`src/rtl/keypad_pkg.sv`:
```
`default_nettype none
// ============================================================================
//  Module      : keypad_pkg
//  Description : Shared constants, debounce state encoding and counter-width
//                helper for the keypad entry block.
//  Contents    : KEY_* code constants, deb_state_t, deb_cnt_w()
//  Revision    : 1.0 - initial release
// ============================================================================
package keypad_pkg;

    // Bit position of the "key present" flag in the scanner code.
    localparam int KEY_PRESENT_BIT = 4;

    localparam logic [3:0] KEY_DIGIT_MAX = 4'h9;
    localparam logic [3:0] KEY_A         = 4'hA;
    localparam logic [3:0] KEY_D         = 4'hD;
    localparam logic [3:0] KEY_E         = 4'hE;
    localparam logic [3:0] KEY_F         = 4'hF;

    typedef enum logic [1:0] {
        IDLE       = 2'd0,
        PRESS_WAIT = 2'd1,
        HELD       = 2'd2,
        REL_WAIT   = 2'd3
    } deb_state_t;

    // The debounce counter only ever holds 1..DEB_CYC-1.
    function automatic int deb_cnt_w(input int deb);
        return (deb <= 2) ? 1 : $clog2(deb);
    endfunction

endpackage
`default_nettype wire

```
`src/rtl/key_debounce.sv`:
```
`default_nettype none
// ============================================================================
//  Module      : key_debounce
//  Description : Turns the held 5-bit scanner code into exactly one press
//                event per physical press. A press or release is accepted
//                only after the normalised sample has been stable for
//                DEB_CYC clocks.
//  Ports       : clk, rst (async, active-high)
//                keypad_in [4:0]  {present, code}
//                key_valid        one-cycle pulse per accepted press
//                key_code  [3:0]  code of last accepted press (held)
//  Revision    : 1.0 - initial release
// ============================================================================
module key_debounce
    import keypad_pkg::*;
#(
    parameter int DEB_CYC = 201400
) (
    input  logic       clk,
    input  logic       rst,
    input  logic [4:0] keypad_in,
    output logic       key_valid,
    output logic [3:0] key_code
);

    localparam int            CW         = deb_cnt_w(DEB_CYC);
    localparam logic [CW-1:0] c_cnt_one  = CW'(1);
    localparam logic [CW-1:0] c_cnt_last = CW'(DEB_CYC - 1);

    deb_state_t    r_state;
    logic [4:0]    r_cand;
    logic [CW-1:0] r_cnt;
    logic [4:0]    w_sample;

    // Any code without the present bit counts as "released".
    assign w_sample = keypad_in[KEY_PRESENT_BIT] ? keypad_in : 5'b0;

    always_ff @(posedge clk or posedge rst) begin
        if (rst) begin
            r_state   <= IDLE;
            r_cand    <= 5'b0;
            r_cnt     <= '0;
            key_valid <= 1'b0;
            key_code  <= 4'h0;
        end else begin
            key_valid <= 1'b0;
            case (r_state)
                IDLE: begin
                    if (w_sample != 5'b0) begin
                        r_state <= PRESS_WAIT;
                        r_cand  <= w_sample;
                        r_cnt   <= c_cnt_one;
                    end
                end
                PRESS_WAIT: begin
                    if (w_sample == 5'b0) begin
                        r_state <= IDLE;
                    end else if (w_sample != r_cand) begin
                        // A different key restarts the window on the new code.
                        r_cand <= w_sample;
                        r_cnt  <= c_cnt_one;
                    end else if (r_cnt == c_cnt_last) begin
                        r_state   <= HELD;
                        key_valid <= 1'b1;
                        key_code  <= r_cand[3:0];
                    end else begin
                        r_cnt <= r_cnt + 1'b1;
                    end
                end
                HELD: begin
                    // Counter is frozen here, so a long hold never wraps or repeats.
                    if (w_sample != r_cand) begin
                        r_state <= REL_WAIT;
                        r_cnt   <= c_cnt_one;
                    end
                end
                REL_WAIT: begin
                    if (w_sample == r_cand) begin
                        r_state <= HELD;
                    end else if (r_cnt == c_cnt_last) begin
                        // A new key still down here is picked up from IDLE
                        // with a full press window.
                        r_state <= IDLE;
                    end else begin
                        r_cnt <= r_cnt + 1'b1;
                    end
                end
                default: r_state <= IDLE;
            endcase
        end
    end

endmodule
`default_nettype wire

```
`src/rtl/keypad_entry.sv`:
```
`default_nettype none
// ============================================================================
//  Module      : keypad_entry
//  Description : Debounces scanner codes and assembles decimal keys into an
//                NDIG-digit BCD entry. E commits a non-empty entry, F clears
//                it, A-D are forwarded as command pulses.
//  Ports       : clk, rst (async, active-high)
//                keypad_in   [4:0]        scanner {present, code}
//                key_valid / key_code     accepted press event / code
//                digits      [4*NDIG-1:0] live buffer, newest digit in [3:0]
//                digit_cnt   [3:0]        digits held, 0..NDIG
//                entry_done / entry_value commit pulse / committed buffer
//                cmd_valid  / cmd_code    A-D pulse / command index 0..3
//  Revision    : 1.0 - initial release
// ============================================================================
module keypad_entry
    import keypad_pkg::*;
#(
    parameter int DEB_CYC = 201400,
    parameter int NDIG    = 4
) (
    input  logic                clk,
    input  logic                rst,
    input  logic [4:0]          keypad_in,
    output logic                key_valid,
    output logic [3:0]          key_code,
    output logic [4*NDIG-1:0]   digits,
    output logic [3:0]          digit_cnt,
    output logic                entry_done,
    output logic [4*NDIG-1:0]   entry_value,
    output logic                cmd_valid,
    output logic [1:0]          cmd_code
);

    localparam logic [3:0] c_ndig = 4'(NDIG);

    logic [4*NDIG-1:0] w_shifted;

    key_debounce #(
        .DEB_CYC (DEB_CYC)
    ) u_debounce (
        .clk       (clk),
        .rst       (rst),
        .keypad_in (keypad_in),
        .key_valid (key_valid),
        .key_code  (key_code)
    );

    // Buffer with the new digit shifted in at the low end.
    generate
        if (NDIG == 1) begin : g_shift_single
            assign w_shifted = key_code;
        end else begin : g_shift_multi
            assign w_shifted = {digits[4*NDIG-5:0], key_code};
        end
    endgenerate

    always_ff @(posedge clk or posedge rst) begin
        if (rst) begin
            digits      <= '0;
            digit_cnt   <= 4'd0;
            entry_done  <= 1'b0;
            entry_value <= '0;
            cmd_valid   <= 1'b0;
            cmd_code    <= 2'd0;
        end else begin
            entry_done <= 1'b0;
            cmd_valid  <= 1'b0;
            if (key_valid) begin
                if (key_code <= KEY_DIGIT_MAX) begin
                    // A full buffer silently drops further digits.
                    if (digit_cnt < c_ndig) begin
                        digits    <= w_shifted;
                        digit_cnt <= digit_cnt + 4'd1;
                    end
                end else if (key_code == KEY_E) begin
                    // Committing an empty buffer is a no-op; the last value stays.
                    if (digit_cnt != 4'd0) begin
                        entry_value <= digits;
                        entry_done  <= 1'b1;
                        digits      <= '0;
                        digit_cnt   <= 4'd0;
                    end
                end else if (key_code == KEY_F) begin
                    digits    <= '0;
                    digit_cnt <= 4'd0;
                end else if (key_code <= KEY_D) begin
                    // A..D map to 0..3; the low two bits minus A's low bits do it.
                    cmd_code  <= key_code[1:0] - KEY_A[1:0];
                    cmd_valid <= 1'b1;
                end
            end
        end
    end

endmodule
`default_nettype wire

```
`config.mk`:
```
export PLATFORM = sky130hd
export DESIGN_NAME = keypad_entry
export DESIGN_NICKNAME = d
export VERILOG_FILES = /design/src/rtl/keypad_pkg.sv /design/src/rtl/key_debounce.sv /design/src/rtl/keypad_entry.sv
export SDC_FILE = /design/constraint.sdc
export NUM_CORES = 1
export LEC_CHECK = 0
export ABC_AREA = 1
export CAP_MARGIN = 20
export CORE_UTILIZATION = 59
export DETAILED_ROUTE_END_ITERATION = 16
export GPL_TIMING_DRIVEN = 0
export PLACE_DENSITY = 0.82
export SYNTH_ARGS = -nofsm -noshare
export SYNTH_HDL_FRONTEND = slang
export SYNTH_SLANG_ARGS = --single-unit
```
`constraint.sdc`:
```
create_clock -name clk -period 5 [get_ports clk]
set_input_delay 0.75 -clock clk [delete_from_list [all_inputs] [get_ports clk]]
set_output_delay 0.75 -clock clk [all_outputs]
set_load 0.02 [all_outputs]
```
[Word level (Yosys, flattened, before mapping)]
Index checks and enable logic that the tools add are counted.
Cells by class
  $add $sub $neg: 3
  $mul: 0
  divide/modulo/power cells: 0
  order comparisons: 3
  equal/unequal tests: 18
  shift-type cells: 0
  multiplexer cells: 43
  bitwise operators: 5
  reduce and logical (&&, ||, !) cells: 13
Operators with widths (number)
  $mux W18: 6
  $mux W16: 5
  $pmux W18 S4: 1
  $mux W4: 5
  $mux W5: 4
  $reduce_and A4 Y1: 5
  $add A18 B1 Y18 const B: 1
  $eq A18 B18 Y1 const B: 1
  $mux W2: 7
  $mux W1: 13
  $pmux W5 S2: 1
  $reduce_and A5 Y1: 2
  $eq A4 B4 Y1 const B: 2
  $le A4 B4 Y1 const B: 2
  $ne A2 B1 Y1 const B: 4
  $pmux W2 S4: 1
  $ne A3 B1 Y1 const B: 2
  $ne A3 B2 Y1 const B: 2
  $eq A5 B5 Y1: 1
  $logic_not A5 Y1: 1
  $ne A5 B5 Y1: 1
  $not A1 Y1: 5
  $reduce_bool A5 Y1: 1
  $add A4 B1 Y4 const B: 1
  other kinds (9): 11
Storage, ports and cells
  register bits: 70
  bits in latches: 0
  bits in writable memories: 0
  ROM bits: 0
  input port bits: 7
  output and inout bits: 45
  word-level logic and storage cells: 96
  memories: 0

[Longest topological paths before layout]
  word-level depth: 6
  mapped depth: 12
  depth with buffers taken out: 11

[Cells and area by module]
A second synthesis with hierarchy kept.
Unflattened totals
  cell total of the unflattened synthesis: 563
  area total of the unflattened synthesis: 4102.7 um^2
By module, submodules not included
  key_debounce: instances 1, cells an instance 347, area an instance 2209.6 um^2, sequential area each 750.7 um^2
  keypad_entry: instances 1, cells an instance 216, area an instance 1893.1 um^2, sequential area each 1001.0 um^2

[Worst setup path after synthesis]
No wires, ideal clock.
  path kind: input port to flip-flop
  start point: input port keypad_in[4]
  end point: register u_debounce.r_cnt[13]
  library setup time: 0.117 ns
  data arrival time: 1.709 ns
  data required time: 4.883 ns
  slack: 3.174 ns
  cell stages on the path: 12
  cells stage by stage: buf_6 nand2_1 inv_2 a21oi_2 nor2_4 nand2_4 nand2_4 nand2_4 clkinv_2 buf_8 nand2_2 nand2_1
Between the ends
  cells in the longest elaborated chain, start to end: 5
RTL lines
  start: declaration: line keypad_entry.sv:24  | input logic [4:0] keypad_in,
  $mux W5 (*): line key_debounce.sv:36  | assign w_sample = keypad_in[KEY_PRESENT_BIT] ? keypad_in : 5'b0;
  $ne A5 B5 Y1: line key_debounce.sv:58, key_debounce.sv:72
  $mux W18: line key_debounce.sv:58  | end else if (w_sample != r_cand) begin
  $mux W18: line key_debounce.sv:56  | if (w_sample == 5'b0) begin
  $pmux W18 S4: line key_debounce.sv:47  | case (r_state)
  end signal: assignment: line key_debounce.sv:52  | r_cnt <= c_cnt_one;
  end signal: assignment: line key_debounce.sv:61  | r_cnt <= c_cnt_one;
  end signal: assignment: line key_debounce.sv:74  | r_cnt <= c_cnt_one;
  end: declaration: line key_debounce.sv:32  | logic [CW-1:0] r_cnt;
Mark *: on every way between the ends. The rest lies on a longest branch, timed or not. The select of a mux whose other input is x is not followed.
A chain may end at the register's enable or synchronous reset.

[Worst setup path after layout]
  start point: register u_debounce.key_code[3]
  end point: output port key_code[3]
RTL lines
  start: declaration: line key_debounce.sv:23  | output logic [3:0] key_code
  start signal: assignment: line key_debounce.sv:65  | key_code <= r_cand[3:0];
  end: declaration: line keypad_entry.sv:26  | output logic [3:0] key_code,
No word-level cell between the ends.

==> summary.md <==
Outcome
• **outcome** completed

Drt
• **first-pass iteration count of the detailed router** 5
• **first-iteration detailed-routing DRC count** 263
• **residual DRC count** 0
• **total wirelength of the detailed-routed design** 8510 µm
• **via total after detailed routing** 3383
• **number of routed nets with antenna violations** 0
• **final routed wire length divided by cell count** 13.6 µm
• **via/cell ratio** 5.39

Timing
• **actual transition at the worst max-transition pin** 835 ps
• **max-slew violation total from the final report** 0
• **setup repair after global routing missed its margin** no
• **final count of hold timing violations** 0
• **tightest hold margin** 489 ps
• **Max Clk Rate** 453 MHz
• **minimum setup slack in the final design** 2790 ps
• **Final setup violation count** 0
• **clock tree skew after final layout** 6.40 ps
• **Final Cycle Share** 44.1%
• **Slew HR** 44.4%
• **final critical delay including setup and external delays** 2210 ps
• **total negative setup slack** 0 ps

GRT
• **maximum number of pins on one net before global-route repair** 71
• **overflow left after global routing** 0
• **Overall Global Routing Usage** 27.8%
• **vias in the first global route** 3049
• **number of antenna violations at the first check in global routing** 0
• **wire length of the first global-routing pass** 13900 µm

Synth
• **total nets after synthesis** 496
• **total number of yosys warnings** 0
• **Adder-Cell Fraction of Synth Area** 1.00%
• **area share of the leading cell type in the synthesized netlist** 46.9%
• **sequential element share of the synthesized area** 46.9%
• **library cell occupying the most area in the post-synthesis netlist** sky130_fd_sc_hd__dfrtp_1
• **mean area per synthesized cell** 7.69 µm²
• **post-synthesis instance area** 3740 µm²
• **number of instances in the synthesized netlist** 486
• **most area-consuming cells after synthesis** sky130_fd_sc_hd__dfrtp_1, sky130_fd_sc_hd__nand2_1, sky130_fd_sc_hd__inv_1, sky130_fd_sc_hd__nand3_1, sky130_fd_sc_hd__nor2_1
• **post-synthesis share of cell area spent on xor and xnor gates** 1.64%
• **combinational family with the most area after synthesis** simple AND/OR/NAND/NOR gates
• **register bit total from synthesis** 70
• **fraction of the mapped netlist area in compound gates** 9.57%
• **portion of netlist area occupied by mux cells** 0.301%
• **Distinct cells, synth** 37
• **area share of and/or/nand/nor cells after synthesis** 31.4%

Place
• **placed instance count** 612
• **last weighted congestion value of the routability-driven placer** 0.926
• **count of port buffers added during placement** 51
• **Setup WS pre-CTS** 2470 ps
• **Detailed Place HPWL** 6170 µm

Hold path
• **class of the most critical hold timing path** register to register
• **number of cells on the worst hold path** 2
• **Hold EP** entry_value[14]
• **Worst Min Path Start** entry_value[14]

Worst setup path
• **Setup Crit Path Kind** register to output pin
• **maximum single-stage delay on the critical path** 660 ps
• **capturing element type of the critical path** output pin
• **worst r2r dst** digits[7]
• **flop2flop setup slack** 3110 ps
• **depth of the most critical reg-to-reg path** 9
• **data arrival time of the critical path** 1460 ps
• **Worst R2R Start** digit_cnt[0]
• **Cell Chain, Critical Path** clkdlybuf4s50_1
• **cell with the largest stage delay on the worst path** sky130_fd_sc_hd__clkdlybuf4s50_1
• **worst endpoint required time** 4250 ps
• **Setup crit start kind** register
• **maximum fanout count along the critical path** 6
• **kind of cell with the highest combined delay on the critical path** buffers and inverters
• **total buffers and inverters traversed by the critical path** 1

Floorplan
• **total I/O pin count** 52
• **effective utilization at floorplan** 62.0%
• **area enclosed by the die boundary** 6660 µm²
• **DIE WIDTH** 81.6 µm
• **number of rows created at floorplan** 28
• **chip height** 81.6 µm
• **area of the core** 6030 µm²

Power
• **largest vdd supply drop** 0.355 mV
• **Leak** 2.15 nW
• **power per cell area** 323 nW/µm²
• **total power** 0.00147 W

Cells and area
• **Layout Area Growth over Synthesis** 22.0%
• **commonest non-fill, non-tap cells in the layout** sky130_fd_sc_hd__nand2_1, sky130_fd_sc_hd__dfrtp_1, sky130_fd_sc_hd__inv_1
• **flip-flop and latch area** 1750 µm²
• **number of nets in the finished design** 558
• **area of the multi-input gates** 1640 µm²
• **number of fillers in the final layout** 457
• **Antenna diodes** 0
• **proportion of layout cells with a drive suffix above 1** 11.2%
• **most frequent standard cell in the layout excluding fill and tap cells** sky130_fd_sc_hd__nand2_1
• **final std cells w/o fill** 628

Clock tree
• **number of hold-repair buffers added at the cts stage** 0
• **TritonCTS clock tree** built
• **# clock sinks** 70
• **TritonCTS Buffers** 9
• **clock network latency to the later pin of the worst-skew pair** 340 ps
• **number of H-tree levels** 3
• **total of cells resized after clock tree synthesis** 0
• **root buffer cell** sky130_fd_sc_hd__clkbuf_8
• **clock-pin transition on the worst setup and hold timing paths** 70 ps
• **Clock Path Buffers** 2
• **# Post-CTS Setup Buffers** 0

Flow run
• **total of max-cap violations** 0

## worst register-to-register path, stage by stage (launching register included)
cell                      delay (ps)
sky130_fd_sc_hd__dfrtp_1         430
sky130_fd_sc_hd__inv_1            80
sky130_fd_sc_hd__ha_1            140
sky130_fd_sc_hd__nor3b_1         330
sky130_fd_sc_hd__nand2_1         100
sky130_fd_sc_hd__nand3_1         120
sky130_fd_sc_hd__inv_2            70
sky130_fd_sc_hd__nand2_1         120
sky130_fd_sc_hd__buf_2           250
sky130_fd_sc_hd__o22ai_1         120
## logic make-up after synthesis
logic type | Yosys count
DFF | 70
and+or+nand+nor | 260
adders and majority gates | 3
AOI/OAI and AO/OA | 64
muxes | 1
xor gates and xnor gates | 7
buffers and inverters | 81
## area by class of cell
cell class | count | area share (%)
clock inverters | 6 | 1.89
flip-flops and latches | 70 | 38.4
multi-input cells | 335 | 36.0
plain buffers | 12 | 1.84
repair buffers | 51 | 11.2
clock buffers | 10 | 2.80
well taps | 75 | 2.06
inverters | 69 | 5.76
## per-layer routing
| layer | part of all wire [%] | wire length (µm) | global-route usage, % |
|---|---|---|---|
| met1 | 43 | 3680 | 36.0 |
| met2 | 48 | 4100 | 46.3 |
| met3 | 7.0 | 600 | 6.44 |
| met4 | 1.6 | 133 | 8.42 |
| met5 | 0 | 0 | 0 |
## sequential cells by signal (all words and copies together), names as in the netlist
| register | count |
|---|---|
| u_debounce.key_code | 4 |
| entry_value | 16 |
| u_debounce.key_valid | 1 |
| cmd_code | 2 |
| cmd_valid | 1 |
| digits | 16 |
| u_debounce.r_state | 2 |
| u_debounce.r_cand | 5 |
| entry_done | 1 |
| digit_cnt | 4 |
| u_debounce.r_cnt | 18 |
## power breakdown
group	internal, W	switching (W)	total, W
combinational	0.000104	0.000240	0.000344
sequential	0.000596	0.0000352	0.000631
clock	0.000280	0.000216	0.000496
## stage by stage
stage               util [%]  cell area (µm²)
finish                  75.6             4560
global route            75.6             4560
CTS                     75.6             4560
detailed placement      72.1             4340
global placement        72.1             4340
floorplan                  -             3740
## cell usage after synthesis
master                     count
sky130_fd_sc_hd__a21oi_1       1
sky130_fd_sc_hd__a21oi_2       1
sky130_fd_sc_hd__a31oi_1       1
sky130_fd_sc_hd__and2_1        1
sky130_fd_sc_hd__buf_2         7
sky130_fd_sc_hd__buf_4         1
sky130_fd_sc_hd__buf_6         2
sky130_fd_sc_hd__buf_8         1
sky130_fd_sc_hd__clkbuf_1      1
sky130_fd_sc_hd__clkinv_1      1
sky130_fd_sc_hd__clkinv_2      1
sky130_fd_sc_hd__dfrtp_1      70
sky130_fd_sc_hd__ha_1          3
sky130_fd_sc_hd__inv_1        64
sky130_fd_sc_hd__inv_2         3
sky130_fd_sc_hd__mux2_2        1
sky130_fd_sc_hd__nand2_1     136
sky130_fd_sc_hd__nand2_2      14
sky130_fd_sc_hd__nand2_4       3
sky130_fd_sc_hd__nand3_1      40
sky130_fd_sc_hd__nand3_2       3
sky130_fd_sc_hd__nand3b_1      1
sky130_fd_sc_hd__nand4_1       8
sky130_fd_sc_hd__nor2_1       43
sky130_fd_sc_hd__nor2_2        3
sky130_fd_sc_hd__nor2_4        2
sky130_fd_sc_hd__nor3_1        3
sky130_fd_sc_hd__nor3_2        1
sky130_fd_sc_hd__nor3b_1       1
sky130_fd_sc_hd__nor4_2        1
sky130_fd_sc_hd__o21a_1        1
sky130_fd_sc_hd__o21ai_0      22
sky130_fd_sc_hd__o21ai_1      24
sky130_fd_sc_hd__o21ai_2       1
sky130_fd_sc_hd__o21ai_4       1
sky130_fd_sc_hd__o22ai_1      12
sky130_fd_sc_hd__xor2_1        7
## worst max-delay path by stage
stage          cells after the start              startpoint                     to  slack (ps)
2_1_floorplan                      1                     rst            cmd_code[0]        2480
3_3_place_gp                       2                     rst        entry_value[15]        1370
3_5_place_dp                      12            keypad_in[4]   u_debounce.r_cnt[12]        2470
4_1_cts                            1  u_debounce.key_code[3]            key_code[3]        2780
5_1_grt                           13            keypad_in[4]  u_debounce.r_state[1]        2680
6_report                           1  u_debounce.key_code[3]            key_code[3]        2790
(Power assumes the default switching activity.)
